`src/rtl/regfile_wb_arbiter_pkg.sv`:
```
// Shared types and constants for the register-file writeback arbiter.
//   DATA_W   : write data width
//   REG_AW   : register address width
//   REG_ZERO : hard-wired zero register, never actually written
//   wb_req_t : one writeback request {destination, data, byte-op flag}
package regfile_wb_arbiter_pkg;

    localparam int DATA_W = 32;
    localparam int REG_AW = 5;

    localparam logic [REG_AW-1:0] REG_ZERO = 5'd0;

    typedef struct packed {
        logic [REG_AW-1:0] rd;
        logic [DATA_W-1:0] data;
        logic              byte_op;
    } wb_req_t;

    // A request aimed at $0 is consumed but must never reach the register file.
    function automatic logic writes_reg(input wb_req_t req);
        return (req.rd != REG_ZERO);
    endfunction

endpackage

```
`src/rtl/regfile_wb_arbiter_if.sv`:
```
// Writeback bus between the two requesters (ALU, MEM), the arbiter and the
// register_block write port.
//   alu_* / mem_*  : valid/ready request channels with {reg, data, byte}
//   regWrite, write_reg, write_data, byteOperations : register_block write port
//   busy           : at least one holding slot is occupied
// modport slave is the arbiter side, modport master the requester/observer side.
interface regfile_wb_arbiter_if;

    logic                                     alu_valid;
    logic                                     alu_ready;
    logic [regfile_wb_arbiter_pkg::REG_AW-1:0] alu_reg;
    logic [regfile_wb_arbiter_pkg::DATA_W-1:0] alu_data;
    logic                                     alu_byte;

    logic                                     mem_valid;
    logic                                     mem_ready;
    logic [regfile_wb_arbiter_pkg::REG_AW-1:0] mem_reg;
    logic [regfile_wb_arbiter_pkg::DATA_W-1:0] mem_data;
    logic                                     mem_byte;

    logic                                     regWrite;
    logic [regfile_wb_arbiter_pkg::REG_AW-1:0] write_reg;
    logic [regfile_wb_arbiter_pkg::DATA_W-1:0] write_data;
    logic                                     byteOperations;
    logic                                     busy;

    modport slave (
        input  alu_valid, alu_reg, alu_data, alu_byte,
        input  mem_valid, mem_reg, mem_data, mem_byte,
        output alu_ready, mem_ready,
        output regWrite, write_reg, write_data, byteOperations, busy
    );

    modport master (
        output alu_valid, alu_reg, alu_data, alu_byte,
        output mem_valid, mem_reg, mem_data, mem_byte,
        input  alu_ready, mem_ready,
        input  regWrite, write_reg, write_data, byteOperations, busy
    );

endinterface

```
`src/rtl/regfile_wb_arbiter_slot.sv`:
```
// One-entry writeback holding slot with valid/ready handshake.
//   clk, reset : clock, asynchronous active-high reset
//   in_valid   : requester offers in_req
//   in_req     : request payload
//   grant      : arbiter consumes the held entry this cycle
//   ready      : slot accepts this cycle (empty, or being drained)
//   full       : slot holds a request
//   q          : held request
module regfile_wb_arbiter_slot
    import regfile_wb_arbiter_pkg::*;
(
    input  logic    clk,
    input  logic    reset,
    input  logic    in_valid,
    input  wb_req_t in_req,
    input  logic    grant,
    output logic    ready,
    output logic    full,
    output wb_req_t q
);

    logic    full_r;
    wb_req_t q_r;

    // A granted slot drains on this edge, so it can take a new entry at the same time.
    assign ready = ~reset & (~full_r | grant);
    assign full  = full_r;
    assign q     = q_r;

    // Slot occupancy and payload capture.
    always_ff @(posedge clk or posedge reset) begin
        if (reset) begin
            full_r <= 1'b0;
            q_r    <= '0;
        end else if (in_valid && ready) begin
            full_r <= 1'b1;
            q_r    <= in_req;
        end else if (grant) begin
            full_r <= 1'b0;
            q_r    <= q_r;
        end else begin
            full_r <= full_r;
            q_r    <= q_r;
        end
    end

endmodule

```
`src/rtl/regfile_wb_arbiter.sv`:
```
// Arbitrates the single register_block write port between the ALU result path
// and the memory-load path. MEM normally wins; an ALU entry that has lost
// STARVE_LIMIT times in a row is forced through, unless both target the same
// nonzero register (MEM first keeps program order, ALU value lands last).
//   clk, reset : clock, asynchronous active-high reset
//   bus        : requester channels and register_block write port (slave side)
module regfile_wb_arbiter
    import regfile_wb_arbiter_pkg::*;
#(
    parameter int STARVE_LIMIT = 3
) (
    input  logic                 clk,
    input  logic                 reset,
    regfile_wb_arbiter_if.slave  bus
);

    localparam logic [3:0] STARVE_MAX = 4'(STARVE_LIMIT);

    wb_req_t           alu_in_s;
    wb_req_t           mem_in_s;
    wb_req_t           alu_q_s;
    wb_req_t           mem_q_s;
    wb_req_t           win_s;
    logic              alu_full_s;
    logic              mem_full_s;
    logic              alu_ready_s;
    logic              mem_ready_s;
    logic              grant_alu_s;
    logic              grant_mem_s;
    logic              same_dest_s;
    logic [3:0]        starve_cnt_r;
    logic              reg_write_r;
    logic [REG_AW-1:0] write_reg_r;
    logic [DATA_W-1:0] write_data_r;
    logic              byte_op_r;

    assign alu_in_s = '{rd: bus.alu_reg, data: bus.alu_data, byte_op: bus.alu_byte};
    assign mem_in_s = '{rd: bus.mem_reg, data: bus.mem_data, byte_op: bus.mem_byte};

    regfile_wb_arbiter_slot u_alu_slot (
        .clk      (clk),
        .reset    (reset),
        .in_valid (bus.alu_valid),
        .in_req   (alu_in_s),
        .grant    (grant_alu_s),
        .ready    (alu_ready_s),
        .full     (alu_full_s),
        .q        (alu_q_s)
    );

    regfile_wb_arbiter_slot u_mem_slot (
        .clk      (clk),
        .reset    (reset),
        .in_valid (bus.mem_valid),
        .in_req   (mem_in_s),
        .grant    (grant_mem_s),
        .ready    (mem_ready_s),
        .full     (mem_full_s),
        .q        (mem_q_s)
    );

    // Grant selection among full slots.
    always_comb begin
        grant_alu_s = 1'b0;
        grant_mem_s = 1'b0;
        same_dest_s = (alu_q_s.rd == mem_q_s.rd) && (alu_q_s.rd != REG_ZERO);
        if (alu_full_s && mem_full_s) begin
            if (same_dest_s) begin
                grant_mem_s = 1'b1;
            end else if (starve_cnt_r == STARVE_MAX) begin
                grant_alu_s = 1'b1;
            end else begin
                grant_mem_s = 1'b1;
            end
        end else if (alu_full_s) begin
            grant_alu_s = 1'b1;
        end else if (mem_full_s) begin
            grant_mem_s = 1'b1;
        end else begin
            grant_alu_s = 1'b0;
            grant_mem_s = 1'b0;
        end
        win_s = grant_alu_s ? alu_q_s : mem_q_s;
    end

    // Count consecutive lost cycles of a waiting ALU entry, saturating.
    always_ff @(posedge clk or posedge reset) begin
        if (reset) begin
            starve_cnt_r <= 4'd0;
        end else if (alu_full_s && !grant_alu_s) begin
            if (starve_cnt_r != STARVE_MAX) begin
                starve_cnt_r <= starve_cnt_r + 4'd1;
            end else begin
                starve_cnt_r <= starve_cnt_r;
            end
        end else begin
            starve_cnt_r <= 4'd0;
        end
    end

    // Registered register_block write port; a $0 winner burns its cycle silently.
    always_ff @(posedge clk or posedge reset) begin
        if (reset) begin
            reg_write_r  <= 1'b0;
            write_reg_r  <= '0;
            write_data_r <= '0;
            byte_op_r    <= 1'b0;
        end else if ((grant_alu_s || grant_mem_s) && writes_reg(win_s)) begin
            reg_write_r  <= 1'b1;
            write_reg_r  <= win_s.rd;
            write_data_r <= win_s.data;
            byte_op_r    <= win_s.byte_op;
        end else begin
            reg_write_r  <= 1'b0;
            write_reg_r  <= write_reg_r;
            write_data_r <= write_data_r;
            byte_op_r    <= byte_op_r;
        end
    end

    assign bus.alu_ready      = alu_ready_s;
    assign bus.mem_ready      = mem_ready_s;
    assign bus.regWrite       = reg_write_r;
    assign bus.write_reg      = write_reg_r;
    assign bus.write_data     = write_data_r;
    assign bus.byteOperations = byte_op_r;
    assign bus.busy           = alu_full_s | mem_full_s;

endmodule

```
`src/flat_wrapper.sv`:
```
// flat-port wrapper written by rule: the top's interface ports become plain ports
module regfile_wb_arbiter_flat import regfile_wb_arbiter_pkg::*;
#(
    parameter int STARVE_LIMIT = 3
)
  (clk, reset, bus_alu_valid, bus_alu_reg, bus_alu_data, bus_alu_byte, bus_mem_valid, bus_mem_reg, bus_mem_data, bus_mem_byte, bus_alu_ready, bus_mem_ready, bus_regWrite, bus_write_reg, bus_write_data, bus_byteOperations, bus_busy);
  regfile_wb_arbiter_if bus_i ();
  input  logic clk;
  input  logic reset;
  input wire logic [$bits(bus_i.alu_valid)-1:0] bus_alu_valid;
  input wire logic [$bits(bus_i.alu_reg)-1:0] bus_alu_reg;
  input wire logic [$bits(bus_i.alu_data)-1:0] bus_alu_data;
  input wire logic [$bits(bus_i.alu_byte)-1:0] bus_alu_byte;
  input wire logic [$bits(bus_i.mem_valid)-1:0] bus_mem_valid;
  input wire logic [$bits(bus_i.mem_reg)-1:0] bus_mem_reg;
  input wire logic [$bits(bus_i.mem_data)-1:0] bus_mem_data;
  input wire logic [$bits(bus_i.mem_byte)-1:0] bus_mem_byte;
  output wire logic [$bits(bus_i.alu_ready)-1:0] bus_alu_ready;
  output wire logic [$bits(bus_i.mem_ready)-1:0] bus_mem_ready;
  output wire logic [$bits(bus_i.regWrite)-1:0] bus_regWrite;
  output wire logic [$bits(bus_i.write_reg)-1:0] bus_write_reg;
  output wire logic [$bits(bus_i.write_data)-1:0] bus_write_data;
  output wire logic [$bits(bus_i.byteOperations)-1:0] bus_byteOperations;
  output wire logic [$bits(bus_i.busy)-1:0] bus_busy;
  assign bus_i.alu_valid = bus_alu_valid;
  assign bus_i.alu_reg = bus_alu_reg;
  assign bus_i.alu_data = bus_alu_data;
  assign bus_i.alu_byte = bus_alu_byte;
  assign bus_i.mem_valid = bus_mem_valid;
  assign bus_i.mem_reg = bus_mem_reg;
  assign bus_i.mem_data = bus_mem_data;
  assign bus_i.mem_byte = bus_mem_byte;
  assign bus_alu_ready = bus_i.alu_ready;
  assign bus_mem_ready = bus_i.mem_ready;
  assign bus_regWrite = bus_i.regWrite;
  assign bus_write_reg = bus_i.write_reg;
  assign bus_write_data = bus_i.write_data;
  assign bus_byteOperations = bus_i.byteOperations;
  assign bus_busy = bus_i.busy;
  regfile_wb_arbiter #(.STARVE_LIMIT(STARVE_LIMIT)) u_core (.clk(clk), .reset(reset), .bus(bus_i));
endmodule
```
`config.mk`:
```
export PLATFORM = sky130hd
export DESIGN_NAME = regfile_wb_arbiter_flat
export DESIGN_NICKNAME = d
export VERILOG_FILES = /design/src/rtl/regfile_wb_arbiter_pkg.sv /design/src/rtl/regfile_wb_arbiter_if.sv /design/src/rtl/regfile_wb_arbiter_slot.sv /design/src/rtl/regfile_wb_arbiter.sv /design/src/flat_wrapper.sv
export SDC_FILE = /design/constraint.sdc
export NUM_CORES = 1
export LEC_CHECK = 0
export CAP_MARGIN = 20
export CORE_ASPECT_RATIO = 0.5
export CORE_MARGIN = 3
export CORE_UTILIZATION = 35
export DETAILED_ROUTE_END_ITERATION = 10
export RECOVER_POWER = 50
export SKIP_CTS_REPAIR_TIMING = 1
export SLEW_MARGIN = 10
export SYNTH_ARGS = -nofsm -noshare
export SYNTH_HDL_FRONTEND = slang
export SYNTH_HIERARCHICAL = 1
export SYNTH_SLANG_ARGS = --single-unit
```
`constraint.sdc`:
```
create_clock -name clk -period 3.15 [get_ports clk]
set_clock_uncertainty 0.15 [all_clocks]
set_input_delay 0.315 -clock clk [delete_from_list [all_inputs] [get_ports clk]]
set_output_delay 0.315 -clock clk [all_outputs]
set_load 0.1 [all_outputs]
```
==> results of run 1 <==
logic make-up (layout without fill, tap and decap cells):
| group | after synthesis | after routing | share of synthesized area |
|---|---|---|---|
| adder cells (fa/ha/maj) | 1 | 1 | 0.00227 |
| flip-flops | 121 | 121 | 0.549 |
| XOR/XNOR | 6 | 6 | 0.00952 |
| buffers and inverters | 23 | 168 | 0.0392 |
| AND/OR/NAND/NOR | 28 | 28 | 0.0338 |
| multiplexers | 154 | 154 | 0.355 |
| AO/OA/AOI/OAI | 9 | 9 | 0.0116 |
cells in the final DEF (no fill, tap or decap), types with 6 or more instances in the layout:
cell type / Yosys / routed
dfrtp_1: 121 / 121
clkdlybuf4s50_1: 0 / 79
mux2_2: 74 / 74
mux2_4: 60 / 60
clkbuf_1: 0 / 25
buf_4: 4 / 23
clkbuf_16: 0 / 17
mux2_1: 16 / 16
nor2_1: 7 / 6
inv_1: 6 / 6
layout make-up:
cell class / instances / area share
repair buffers: 132 / 0.157
well taps: 198 / 0.0338
clock inverters: 8 / 0.0130
clock buffers: 22 / 0.0661
inverters: 6 / 0.00307
flip-flops and latches: 121 / 0.413
multi-input cells: 198 / 0.314
worst max-delay path by stage:
stage	cells after the start	from	end
finish	8	u_core/starve_cnt_r[0]$_DFFE_PP0P_	bus_mem_ready
global route	8	u_core/starve_cnt_r[0]$_DFFE_PP0P_	bus_mem_ready
CTS	8	u_core/u_alu_slot/q[33]$_DFFE_PP0P_	bus_mem_ready
detailed placement	7	u_core/starve_cnt_r[0]$_DFFE_PP0P_	u_core/bus.write_data[8]$_DFFE_PP0P_
global placement	7	u_core/starve_cnt_r[0]$_DFFE_PP0P_	u_core/bus.write_data[8]$_DFFE_PP0P_
floorplan	7	u_core/u_mem_slot/q[37]$_DFFE_PP0P_	bus_mem_ready
worst max-delay path: cells and delay by family (launching register included):
family	cells	cell delay [ns]
adders and majority gates	1	0.19
AOI/OAI and AO/OA	2	0.37
DFF	1	0.38
buffers and inverters	1	0.24
and+or+nand+nor	4	0.83
metal layers:
| metal | GRT usage | up-vias | share of wire |
|---|---|---|---|
| met4 | 0.0437 | 0 | 0.0073 |
| met5 | 0 | - | 0 |
| li1 | - | 1483 | - |
| met2 | 0.239 | 60 | 0.47 |
| met1 | 0.201 | 1638 | 0.49 |
| met3 | 0.0392 | 7 | 0.040 |
stage by stage:
step | cells | instance area [um2]
2_1_floorplan | 342 | 5520
3_3_place_gp | 655 | 6840
3_5_place_dp | 655 | 6840
4_1_cts | 685 | 7410
5_1_grt | 685 | 7330
6_report | 685 | 7330
==> flow_summary.yaml, run 1 <==
run_status:
  status: "finished with violations"
  violations: "max-capacitance violations, max-slew violations"
critical_path:
  crit_fanout: 5
  critPathKind: "reg -> out"
  crit_path_top_delay_cell: "dfrtp_1"
  reg2reg_depth: 7
  arrival_ns: 2.40
  start_kind: "register"
  endpoint_kind: "output pin"
  r2r_slack_ns: 0.44
  reg2reg_to: "u_core/bus.write_data[17]$_DFFE_PP0P_"
  crit_path_frequent_cell: "o21ai_0"
  cp_cell_sequence: "ha_1 > nor3b_2 > o21ai_0 > nand3_1 > o21ai_0 > nor2b_4 > nor2_1 > buf_4"
  cpPeakStageDelay_ns: 0.38
  worst_ep_required_time_ns: 2.68
  worstReg2RegStart: "u_core/starve_cnt_r[0]$_DFFE_PP0P_"
timing:
  finalHoldViolations: 0
  final.setup.worst_slack_ns: 0.285
  fin_setup_tns_ns: 0
  post-route-period-util: 0.910
  holdWs_ns: 0.348
  timing.fmax_mhz: 349
  rsz0062_at_grt: "no"
  setup_violations: 0
  worstMarginPinSlew_ns: 1.61
  slew_headroom: -0.0758
  finalMaxSlewViolations: 26
  period_minus_slack_ns: 2.87
clock_tree:
  clkTransAtPathRegs_ns: 0.05
  cts_tree: "yes"
  numCtsBuffers: 17
  numClockSinks: 121
  clock_path_buffers: 2
  clk_root_buffer_cell: "clkbuf_16"
  clk_latency_ns: 0.40
  h-tree-depth: 4
global_route:
  grt-ovfl-total: 0
  grt_pass1_wl_mm: 19.9
  grt_max_degree: 39
  grt_usage: 0.149
  antenna_found_initial: 0
  grt_pass1_vias: 3626
worst_hold_path:
  worstHoldEndpoint: "u_core/u_mem_slot/q[31]$_DFFE_PP0P_"
  hold_depth: 1
  min_path_type: "reg -> reg"
  min-delay-start: "u_core/u_mem_slot/q[31]$_DFFE_PP0P_"
floorplanning:
  num_rows: 31
  ios: 122
  die_w_um: 184
  dieHeight_um: 94.8
  die_area_um2: 17400
  core_area_um2: 14900
  start_util: 0.370
logic_synthesis:
  netlist_top_cells_area: "dfrtp_1, mux2_4, mux2_2"
  synthesis.nets: 423
  synth_largest_area_cell: "dfrtp_1"
  yosysMostFrequentCell: "dfrtp_1"
  synth_common_cells: "dfrtp_1, mux2_2, mux2_4"
  ys_seq_area_frac: 0.549
  syn_inst: 342
  synthFlopType: "dfrtp_1"
  synth_edf_count: 0
  synthArstFlopShare: 1.00
  ys_ff_latch: 121
  yosysWarnings: 6
  post-synth-top-area-fraction: 0.549
  avgSynthCellArea_um2: 16.1
  syn-cell-area_um2: 5520
  ys_types: 35
routing:
  ant_nets: 0
  firstDrtPassIters: 4
  wl_mm: 12.2
  dr.first_iter.drc_count: 98
  routed_via_density: 4.65
  route.vias.total: 3188
  drc: 0
  routedWlPerCell_um: 17.9
place:
  port_buffers: 121
  post-dp-hpwl_mm: 8.28
  dp_slack_ns: 0.457
  place.gp.congestion: 0.721
final_layout:
  seq_area_um2: 3030
  syn2layout_area_growth_pct: 32.8
  fin_nets: 557
  finalCoreUtilization: 0.491
  diodes: 0
  fillCellCount: 1309
  drive_gt1_frac: 0.415
  multi_input_area_um2: 2300
flow_run:
  drv_cap: 1
Power of run 1 is not shown: default switching activity piles up to over one toggle a cycle in this logic, so the estimate is an artifact.
==> inputs of run 2 (changes only) <==
SLEW_MARGIN = unset   (was 10)
clock period = 2.45 ns   (was 3.15 ns; I/O delays follow)
==> run 2 against run 1 <==
Net effect:
- the run ends with negative setup slack left
- first-iteration DRC count grew 35%
- non-clock buffer count rose by 30
- sequential share of layout area shrank 3.4 points
- register-to-register slack lost 0.52 ns
- setup slack worse by 0.38 ns
- clock-buffer cell count down 4
- critical path depth did not move
- cell count increased by 4.7%
- via count grew 4.8%
- wire length is 11% higher
- highest routed layer unchanged
==> flow_summary.yaml, run 2 (synthesis gave the netlist of run 1 again) <==
critical_path:
  arrival_ns: 2.15
  critPathKind: "reg -> out"
  crit_fanout: 4
  endpoint_kind: "output pin"
  worst_ep_required_time_ns: 2.06
  start_kind: "register"
clock_tree:
  cts_tree: "yes"
  h-tree-depth: 4
  clk_root_buffer_cell: "clkbuf_16"
  clock_path_buffers: 2
  numClockSinks: 121
  clkTransAtPathRegs_ns: 0.06
  numCtsBuffers: 17
  clk_latency_ns: 0.41
timing:
  post-route-period-util: 1.04
  worstMarginPinSlew_ns: 1.21
  final.setup.worst_slack_ns: -0.0943
  finalMaxSlewViolations: 0
  timing.fmax_mhz: 393
  period_minus_slack_ns: 2.54
  slew_headroom: 0.195
  rsz0062_at_grt: "yes"
  finalHoldViolations: 0
  setup_violations: 61
floorplanning:
  dieHeight_um: 94.8
  core_area_um2: 14900
  start_util: 0.370
  die_w_um: 184
  ios: 122
  die_area_um2: 17400
  num_rows: 31
place:
  post-dp-hpwl_mm: 8.52
  dp_slack_ns: -0.0415
  port_buffers: 121
  place.gp.congestion: 0.745
routing:
  wl_met2_mm: 6.49
  dr.first_iter.drc_count: 132
  routed_via_density: 4.66
  routed.top_layer: "met4"
  routedWlPerCell_um: 19.0
  wl_met3_um: 475
  firstDrtPassIters: 4
  drc: 0
  m1WireLength_mm: 6.56
  ant_nets: 0
  wl_mm: 13.6
  route.vias.total: 3340
final_layout:
  diodes: 0
  mostFrequentLayoutCells: "dfrtp_1, mux2_4, clkdlybuf4s50_1"
  drive_gt1_frac: 0.507
  fin_nets: 587
  syn2layout_area_growth_pct: 44.9
  layout_commonest_cell: "dfrtp_1"
global_route:
  antenna_found_initial: 0
  grt_max_degree: 44
  grt_pass1_vias: 3545
  grt_pass1_wl_mm: 19.6
  grt-ovfl-total: 0
  grt_usage: 0.150
run_status:
  status: "finished with violations"
  violations: "negative setup slack"
flow_run:
  drv_cap: 0
worst_hold_path:
  min_path_type: "in -> reg"
run 2: cell count changes in the layout (fill, tap and decap cells not counted), sizes merged:
cell and change:
clkinvlp +2, inv +1, clkinv +2, dlygate4sd3 -1, bufinv +1, clkbuf -20, buf +47
run 2: metrics by stage:
stage	hold slack (ns)	area (um2)	cells	util	TNS, ns
2_1_floorplan	0.243	5560	342	-	0
3_3_place_gp	0.333	7030	670	0.471	0
3_5_place_dp	0.339	7030	670	0.471	-0.249
4_1_cts	0.223	7630	702	0.511	-1.23
5_1_grt	0.276	7990	717	0.535	-8.68
6_report	0.293	7990	717	0.535	-2.38
run 2: path summary, 6_finish.rpt:
| check | slack, ns | depth (start not counted) | endpoint | start |
|---|---|---|---|---|
| worst max-delay path | -0.09 | 8 | bus_alu_ready | u_core/starve_cnt_r[1]$_DFFE_PP0P_ |
| worst min-delay path | 0.29 | 2 | u_core/u_mem_slot/q[33]$_DFFE_PP0P_ | bus_mem_reg[0] |
| worst max register to register | -0.08 | 9 | u_core/bus.write_data[0]$_DFFE_PP0P_ | u_core/starve_cnt_r[1]$_DFFE_PP0P_ |
| worst min register to register | 0.35 | 1 | u_core/u_mem_slot/q[1]$_DFFE_PP0P_ | u_core/u_mem_slot/q[1]$_DFFE_PP0P_ |
| max in group asynchronous | 0.50 | 4 | u_core/u_mem_slot/q[31]$_DFFE_PP0P_ | reset |
| min in group asynchronous | 0.42 | 3 | u_core/u_mem_slot/q[14]$_DFFE_PP0P_ | reset |
run 2: final cells by class:
type / count / area [um2]
sequential: 121 / 3030
clock buffer: 18 / 429
tap: 198 / 248
clock inverter: 14 / 174
multi-input combinational: 198 / 2420
inverter: 6 / 22.5
timing repair buffer: 162 / 1670
fill: 1225 / 6940
run 2: critical path: stages, from the launching register on:
cell,delay (ns)
dfrtp_1,0.40
ha_2,0.19
nor3b_4,0.16
o2111a_1,0.14
a311o_2,0.38
nor2b_4,0.15
buf_6,0.11
nor2_4,0.03
buf_12,0.17
run 2: metal layers:
metal,vias up,track usage
met5,-,0
met4,0,0.0456
met3,11,0.0404
met2,66,0.249
met1,1716,0.195
li1,1547,-
Power of run 2 is left out for the same reason.
==> inputs of run 3 (changes only) <==
CTS_BUF_LIST = sky130_fd_sc_hd__clkbuf_8   (was unset)
==> run 3 against run 2 <==
Net effect:
- the flow still finishes with violations (negative setup slack)
- worst hold slack worse by 0.021 ns
- global-route usage down 0.14 points
- design area down 3.8%
- die area unchanged
- utilization down 2.0 points
- flip-flop and latch count unchanged
- first-iteration DRC count down 14%
- wire length down 3.7%
- clock-buffer cell count down 1
- setup slack better by 0.015 ns
- critical path type unchanged
- highest routed layer unchanged
==> flow_summary.yaml, run 3 (synthesis gave the netlist of run 1 again) <==
critical_path:
  startpoint: "u_core/starve_cnt_r[1]$_DFFE_PP0P_"
  critPathKind: "reg -> out"
  arrival_ns: 2.13
  endpoint_kind: "output pin"
  worst_ep_required_time_ns: 2.06
  start_kind: "register"
  reg2reg_depth: 8
  cpPeakStageDelay_ns: 0.40
  cp_cell_sequence: "ha_2 > nor3b_4 > o2111a_1 > a311o_2 > nor2b_4 > buf_6 > nor2_4 > buf_12"
  r2r_slack_ns: -0.06
  crit_path_top_delay_cell: "dfrtp_1"
  worstReg2RegStart: "u_core/starve_cnt_r[1]$_DFFE_PP0P_"
  reg2reg_to: "u_core/bus.byteOperations$_DFFE_PP0P_"
  crit_fanout: 4
final_layout:
  finalCoreUtilization: 0.515
  syn2layout_area_growth_pct: 39.4
  diodes: 0
  finalNonFillerCells: 713
  fin_nets: 583
  drive_gt1_frac: 0.513
  final_area_um2: 7690
  fillCellCount: 1253
  mostFrequentLayoutCells: "dfrtp_1, clkdlybuf4s50_1, mux2_4"
  layout_commonest_cell: "dfrtp_1"
clock_tree:
  numClockSinks: 121
  numCtsBuffers: 17
  clkTransAtPathRegs_ns: 0.09
  h-tree-depth: 4
  clk_root_buffer_cell: "clkbuf_8"
  cts_tree: "yes"
  clk_latency_ns: 0.43
  clock_path_buffers: 2
worst_hold_path:
  min-delay-start: "bus_alu_data[22]"
  min_path_type: "in -> reg"
  hold_depth: 2
  worstHoldEndpoint: "u_core/u_alu_slot/q[23]$_DFFE_PP0P_"
timing:
  post-route-period-util: 1.03
  final.setup.worst_slack_ns: -0.0793
  slew_headroom: 0.198
  setup_violations: 38
  worstMarginPinSlew_ns: 1.20
  rsz0062_at_grt: "yes"
  finalMaxSlewViolations: 0
  timing.fmax_mhz: 395
  finalHoldViolations: 0
  period_minus_slack_ns: 2.53
floorplanning:
  core_area_um2: 14900
  start_util: 0.370
  die_area_um2: 17400
  die_w_um: 184
  dieHeight_um: 94.8
  ios: 122
  num_rows: 31
run_status:
  status: "finished with violations"
  violations: "negative setup slack"
routing:
  dr.first_iter.drc_count: 114
  routedWlPerCell_um: 18.4
  drc: 0
  ant_nets: 0
  routed_via_density: 4.64
  route.vias.total: 3307
  wl_mm: 13.1
  firstDrtPassIters: 4
place:
  post-dp-hpwl_mm: 8.52
  dp_cells: 670
  place.gp.congestion: 0.745
  port_buffers: 121
  place_area_um2: 7030
global_route:
  antenna_found_initial: 0
  grt_usage: 0.149
  grt-ovfl-total: 0
  grt_pass1_vias: 3527
  grt_pass1_wl_mm: 19.6
  grt_max_degree: 44
flow_run:
  drv_cap: 0
[run 3: cell count changes in the layout (fill, tap and decap cells not counted), moves of 2 or more]
cell and delta:
xnor2_1 -2, clkbuf_16 -19, mux2_2 +7, buf_12 -3
buf_6 -4, dfrtp_1 -3, buf_4 +4, xnor2_2 +2
mux2_4 -7, dfrtp_2 +3, clkbuf_8 +17
[run 3: final cells by class]
class	count	area (um2)	share of cell area
flip-flops and latches	121	3030	0.394
multi-input cells	198	2420	0.314
repair buffers	158	1560	0.203
well taps	198	248	0.0322
clock buffers	17	234	0.0304
clock inverters	15	178	0.0231
inverters	6	22.5	0.00293
[run 3: stage by stage]
stage	hold slack (ns)	worst slack (ns)	TNS, ns
2_1_floorplan	0.243	0.0125	0
6_report	0.272	-0.0793	-1.22
3_5_place_dp	0.339	-0.0415	-0.249
4_1_cts	0.191	-0.246	-1.34
5_1_grt	0.237	-0.198	-8.11
3_3_place_gp	0.333	0.0238	0
[run 3: routing by layer]
layer  track usage  vias to the layer above  routed length [um]
met5             0                        -                   0
met4        0.0323                        0                  52
met3        0.0404                        4                 419
met2         0.250                       63                6430
met1         0.195                     1701                6230
li1              -                     1539                   -
[run 3: critical path, delay by kind of cell (launching register included)]
family	cells	cell delay (ns)
fa+ha+maj	1	0.19
buf+inv	2	0.28
compound gates	2	0.50
flops	1	0.40
simple gates	3	0.33
[run 3: worst max path at each step]
stage,to,slack [ns]
final,bus_alu_ready,-0.08
after floorplan,u_core/u_alu_slot/q[10]$_DFFE_PP0P_,0.01
after detailed placement,u_core/bus.byteOperations$_DFFE_PP0P_,-0.04
after global placement,u_core/bus.write_data[22]$_DFFE_PP0P_,0.02
after global routing,u_core/bus.byteOperations$_DFFE_PP0P_,-0.20
after CTS,bus_alu_ready,-0.25
Power of run 3 is left out for the same reason.
==> variant 1: new RTL, settings of run 2 <==
The package constant `REG_AW` goes from 5 to 6.
--- a/src/rtl/regfile_wb_arbiter_pkg.sv
+++ b/src/rtl/regfile_wb_arbiter_pkg.sv
@@ -6,7 +6,7 @@
 package regfile_wb_arbiter_pkg;
 
     localparam int DATA_W = 32;
-    localparam int REG_AW = 5;
+    localparam int REG_AW = 6;
 
     localparam logic [REG_AW-1:0] REG_ZERO = 5'd0;
 
Ports: changed (resized bus_alu_reg, bus_mem_reg and bus_write_reg); port bits go from 122 to 125. No check against the original RTL was run, so the function may have changed too.
==> variant 1 against run 2 <==
The run still ends with negative setup slack left; highest routed layer unchanged; sequential cell count is 3 higher; synthesized area shrank 0.11%; count of clock-buffer cells in the layout did not move; cell area rose by 6.3%; critical endpoint is now bus_mem_ready; utilization increased by 3.4 points; wire length is 8.2% higher; critical path type unchanged; worst setup slack worse by 0.23 ns; final cell count rose by 3.9%; first-iteration DRC count is 27% lower; die area fell by 0.11%.
Power is left out: the tool's default activity adds up to more than one toggle a clock period on the data nets, which glitch-free logic cannot reach.
==> variant 1: results (changes against run 2) <==
first-pass GRT wire length - 20200 µm (was 19600 µm)
worst min-delay path endpoint - u_core/u_alu_slot/q[28] (was u_core/u_mem_slot/q[33])
Final setup viols - 120 (was 61)
layout cells sized above 1 - 55.2% (was 50.7%)
Setup TNS Final - -23.19 ns (was -2.38 ns)
Port Buf Inserts - 124 (was 121)
total track usage - 15.4% (was 15.0%)
setup ws final - -0.329 ns (was -0.0943 ns)
crit-path leading delay family - simple AND/OR/NAND/NOR gates (was compound AO/OA/AOI/OAI gates)
worst-margin pin slew - 0.816 ns (was 1.21 ns)
failing checks - negative setup slack (unchanged)
number of global-route vias before repair - 3691 (was 3545)
FILL cells - 1176 (was 1225)
distinct cell type count after synthesis - 33 (was 35)
routability cong. - 0.726 (was 0.745)
layout net count - 617 (was 587)
Detailed Place HPWL - 9290 µm (was 8520 µm)
status - complete, but fails checks (unchanged)
syn nets - 436 (was 423)
commonest cells in the synthesized netlist - 124 x dfrtp_1, 113 x mux2_2, 20 x mux2_1, 20 x mux2_4, 10 x nor2_1 (was 121 x dfrtp_1, 74 x mux2_2, 60 x mux2_4)
Synth Instances - 353 (was 342)
reg2reg setup slack - -0.32 ns (was -0.08 ns)
WHS - 0.305 ns (was 0.293 ns)
Via-to-Cell Ratio - 4.68 (was 4.66)
Routed WL per cell - 19.8 µm (was 19.0 µm)
Synth area leaders - dfrtp_1 56%, mux2_2 23%, mux2_4 5.4% (was dfrtp_1 55%, mux2_4 16%, mux2_2 15%)
min-delay src - bus_alu_data[27] (was bus_mem_reg[0])
CP Data Arrival Time - 2.38 ns (was 2.15 ns)
placed cells - 694 (was 670)
Post-Route WL - 14700 µm (was 13600 µm)
sequential-to-total area share from yosys stat - 56.3% (was 54.9%)
largest net degree at the start of global routing - 28 (was 44)
RR Startpoint - u_core/u_alu_slot/q[33] (was u_core/starve_cnt_r[1])
Post-DP Area - 7200 µm² (was 7030 µm²)
FF-to-FF End - u_core/bus.write_data[19] (was u_core/bus.write_data[0])
DP Worst Slack - -0.100 ns (was -0.0415 ns)
slowest stage delay, CP - 0.42 ns (was 0.40 ns)
## variant 1: cell count changes after synthesis, sizes merged, moves of 2 or more
cell / change
a21oi: +3
dfrtp: +3
mux2: +3
nand2: -3
nor2: +3
xor2: +2
## variant 1: how the worst max path moves through the flow
stage / from / cells after the start / slack [ns] / endpoint
floorplan: u_core/u_alu_slot/q[33] / 9 / -0.06 / u_core/u_mem_slot/q[10]
global placement: u_core/u_alu_slot/q[38] / 9 / -0.08 / u_core/u_mem_slot/q[38]
detailed placement: u_core/u_alu_slot/q[33] / 7 / -0.10 / u_core/bus.write_data[22]
CTS: u_core/u_mem_slot/q[33] / 9 / -0.34 / bus_mem_ready
global route: u_core/u_alu_slot/q[34] / 9 / -0.47 / bus_mem_ready
finish: u_core/u_alu_slot/q[34] / 9 / -0.33 / bus_mem_ready
## variant 1: cells by family (layout without fill, tap and decap cells)
logic type      after synthesis  count (layout)  synth area share, %
simple gates                 28              28                 3.59
mux                         157             157                 33.3
flops                       124             124                 56.3
fa+ha+maj                     1               1                0.227
compound gates               12              12                 1.93
buf+inv                      23             217                 3.34
xor+xnor                      8               8                 1.27
## variant 1: cell type report
| class | instances | area, µm² | area share [%] |
|---|---|---|---|
| Timing Repair Buffer | 178 | 1880 | 22.1 |
| Tap cell | 198 | 248 | 2.92 |
| Multi-Input combinational cell | 206 | 2580 | 30.4 |
| Clock buffer | 18 | 439 | 5.17 |
| Sequential cell | 124 | 3110 | 36.6 |
| Inverter | 7 | 26.3 | 0.309 |
| Clock inverter | 14 | 215 | 2.53 |
## variant 1: per-layer routing
metal / global-route usage (%) / part of all wire (%) / up-vias
li1: - / - / 1636
met1: 20.1 / 49 / 1786
met2: 25.8 / 47 / 56
met3: 3.23 / 2.4 / 9
met4: 4.94 / 0.87 / 0
met5: 0 / 0 / -
==> variant 2: new RTL, config.mk and constraints of run 2 <==
Made on the original files. Compare `starve_cnt_r` against `STARVE_MAX` with >= in place of ==.
--- a/src/rtl/regfile_wb_arbiter.sv
+++ b/src/rtl/regfile_wb_arbiter.sv
@@ -67,7 +67,7 @@
         if (alu_full_s && mem_full_s) begin
             if (same_dest_s) begin
                 grant_mem_s = 1'b1;
-            end else if (starve_cnt_r == STARVE_MAX) begin
+            end else if (starve_cnt_r >= STARVE_MAX) begin
                 grant_alu_s = 1'b1;
             end else begin
                 grant_mem_s = 1'b1;
Check against the original RTL: same outputs for any inputs over 10 cycles, from zero or initial values and one cycle with reset high; that may be too few to reach the edited logic, so the function may still have changed.
==> variant 2 against run 2 <==
The flow still finishes with violations (negative setup slack); wire length shrank 5.1%; synthesized area grew 0.57%; via count shrank 1.6%; cell area shrank 2.4%; non-clock buffer count shrank 5; sequential cell count is the same; worst setup slack lost 0.037 ns; first-iteration DRC count shrank 17%; critical path type is now flop to flop.
==> variant 2: results (changes against run 2) <==
total track usage - 15.1% (was 15.0%)
nonclk inv count - 5 (was 6)
Worst Hold Class - input pin to async pin (was input pin to flop)
WHS - 0.273 ns (was 0.293 ns)
first-pass GRT wire length - 20000 µm (was 19600 µm)
number of global-route vias before repair - 3726 (was 3545)
Initial DRC Count - 109 (was 132)
setup ws final - -0.131 ns (was -0.0943 ns)
fraction of area in multi-input gates - 31.0% (was 30.3%)
largest net degree at the start of global routing - 24 (was 44)
syn avg cell area - 16.2 µm² (was 16.1 µm²)
failing checks - negative setup slack (unchanged)
crit-path leading delay family - buffers and inverters (was compound AO/OA/AOI/OAI gates)
syn nets - 424 (was 423)
relative slew slack - 7.67% (was 19.5%)
met3 WL - 519 µm (was 475 µm)
Final setup viols - 38 (was 61)
Post-Route WL - 12900 µm (was 13600 µm)
FF-to-FF End - u_core/bus.write_data[26] (was u_core/bus.write_data[0])
Max FO, Critical Path - 8 (was 4)
clock buf count - 25 (was 18)
Synth Area in Adders - 0.225% (was 0.227%)
Detailed Place HPWL - 8760 µm (was 8520 µm)
met2 usage - 24.1% (was 24.9%)
sequential-to-total area share from yosys stat - 54.6% (was 54.9%)
Synth area leaders - dfrtp_1 55%, mux2_2 18%, mux2_4 16% (was dfrtp_1 55%, mux2_4 16%, mux2_2 15%)
register area - 3030 µm² (about the same)
status - complete, but fails checks (unchanged)
[variant 2: cell types whose count changed in the layout (fill, tap and decap cells not counted), moves of 3 or more]
| cell | change |
|---|---|
| buf_4 | -3 |
| clkbuf_1 | +9 |
| clkbuf_16 | -3 |
| clkbuf_2 | -3 |
| clkbuf_8 | +5 |
| clkinv_4 | -4 |
| clkinvlp_4 | -3 |
| inv_1 | -4 |
| mux2_1 | -16 |
| mux2_2 | +25 |
| mux2_4 | -9 |
| o21ai_1 | -3 |
[variant 2: worst max path at each step]
stage	startpoint	to	depth (start not counted)
after floorplan	u_core/starve_cnt_r[0]	u_core/u_alu_slot/q[10]	11
after global placement	u_core/starve_cnt_r[1]	u_core/bus.write_data[8]	7
after detailed placement	u_core/starve_cnt_r[0]	u_core/bus.write_data[19]	7
after CTS	u_core/u_alu_slot/q[33]	bus_mem_ready	9
after global routing	u_core/starve_cnt_r[1]	u_core/bus.write_data[26]	9
final	u_core/starve_cnt_r[1]	u_core/bus.write_data[26]	9
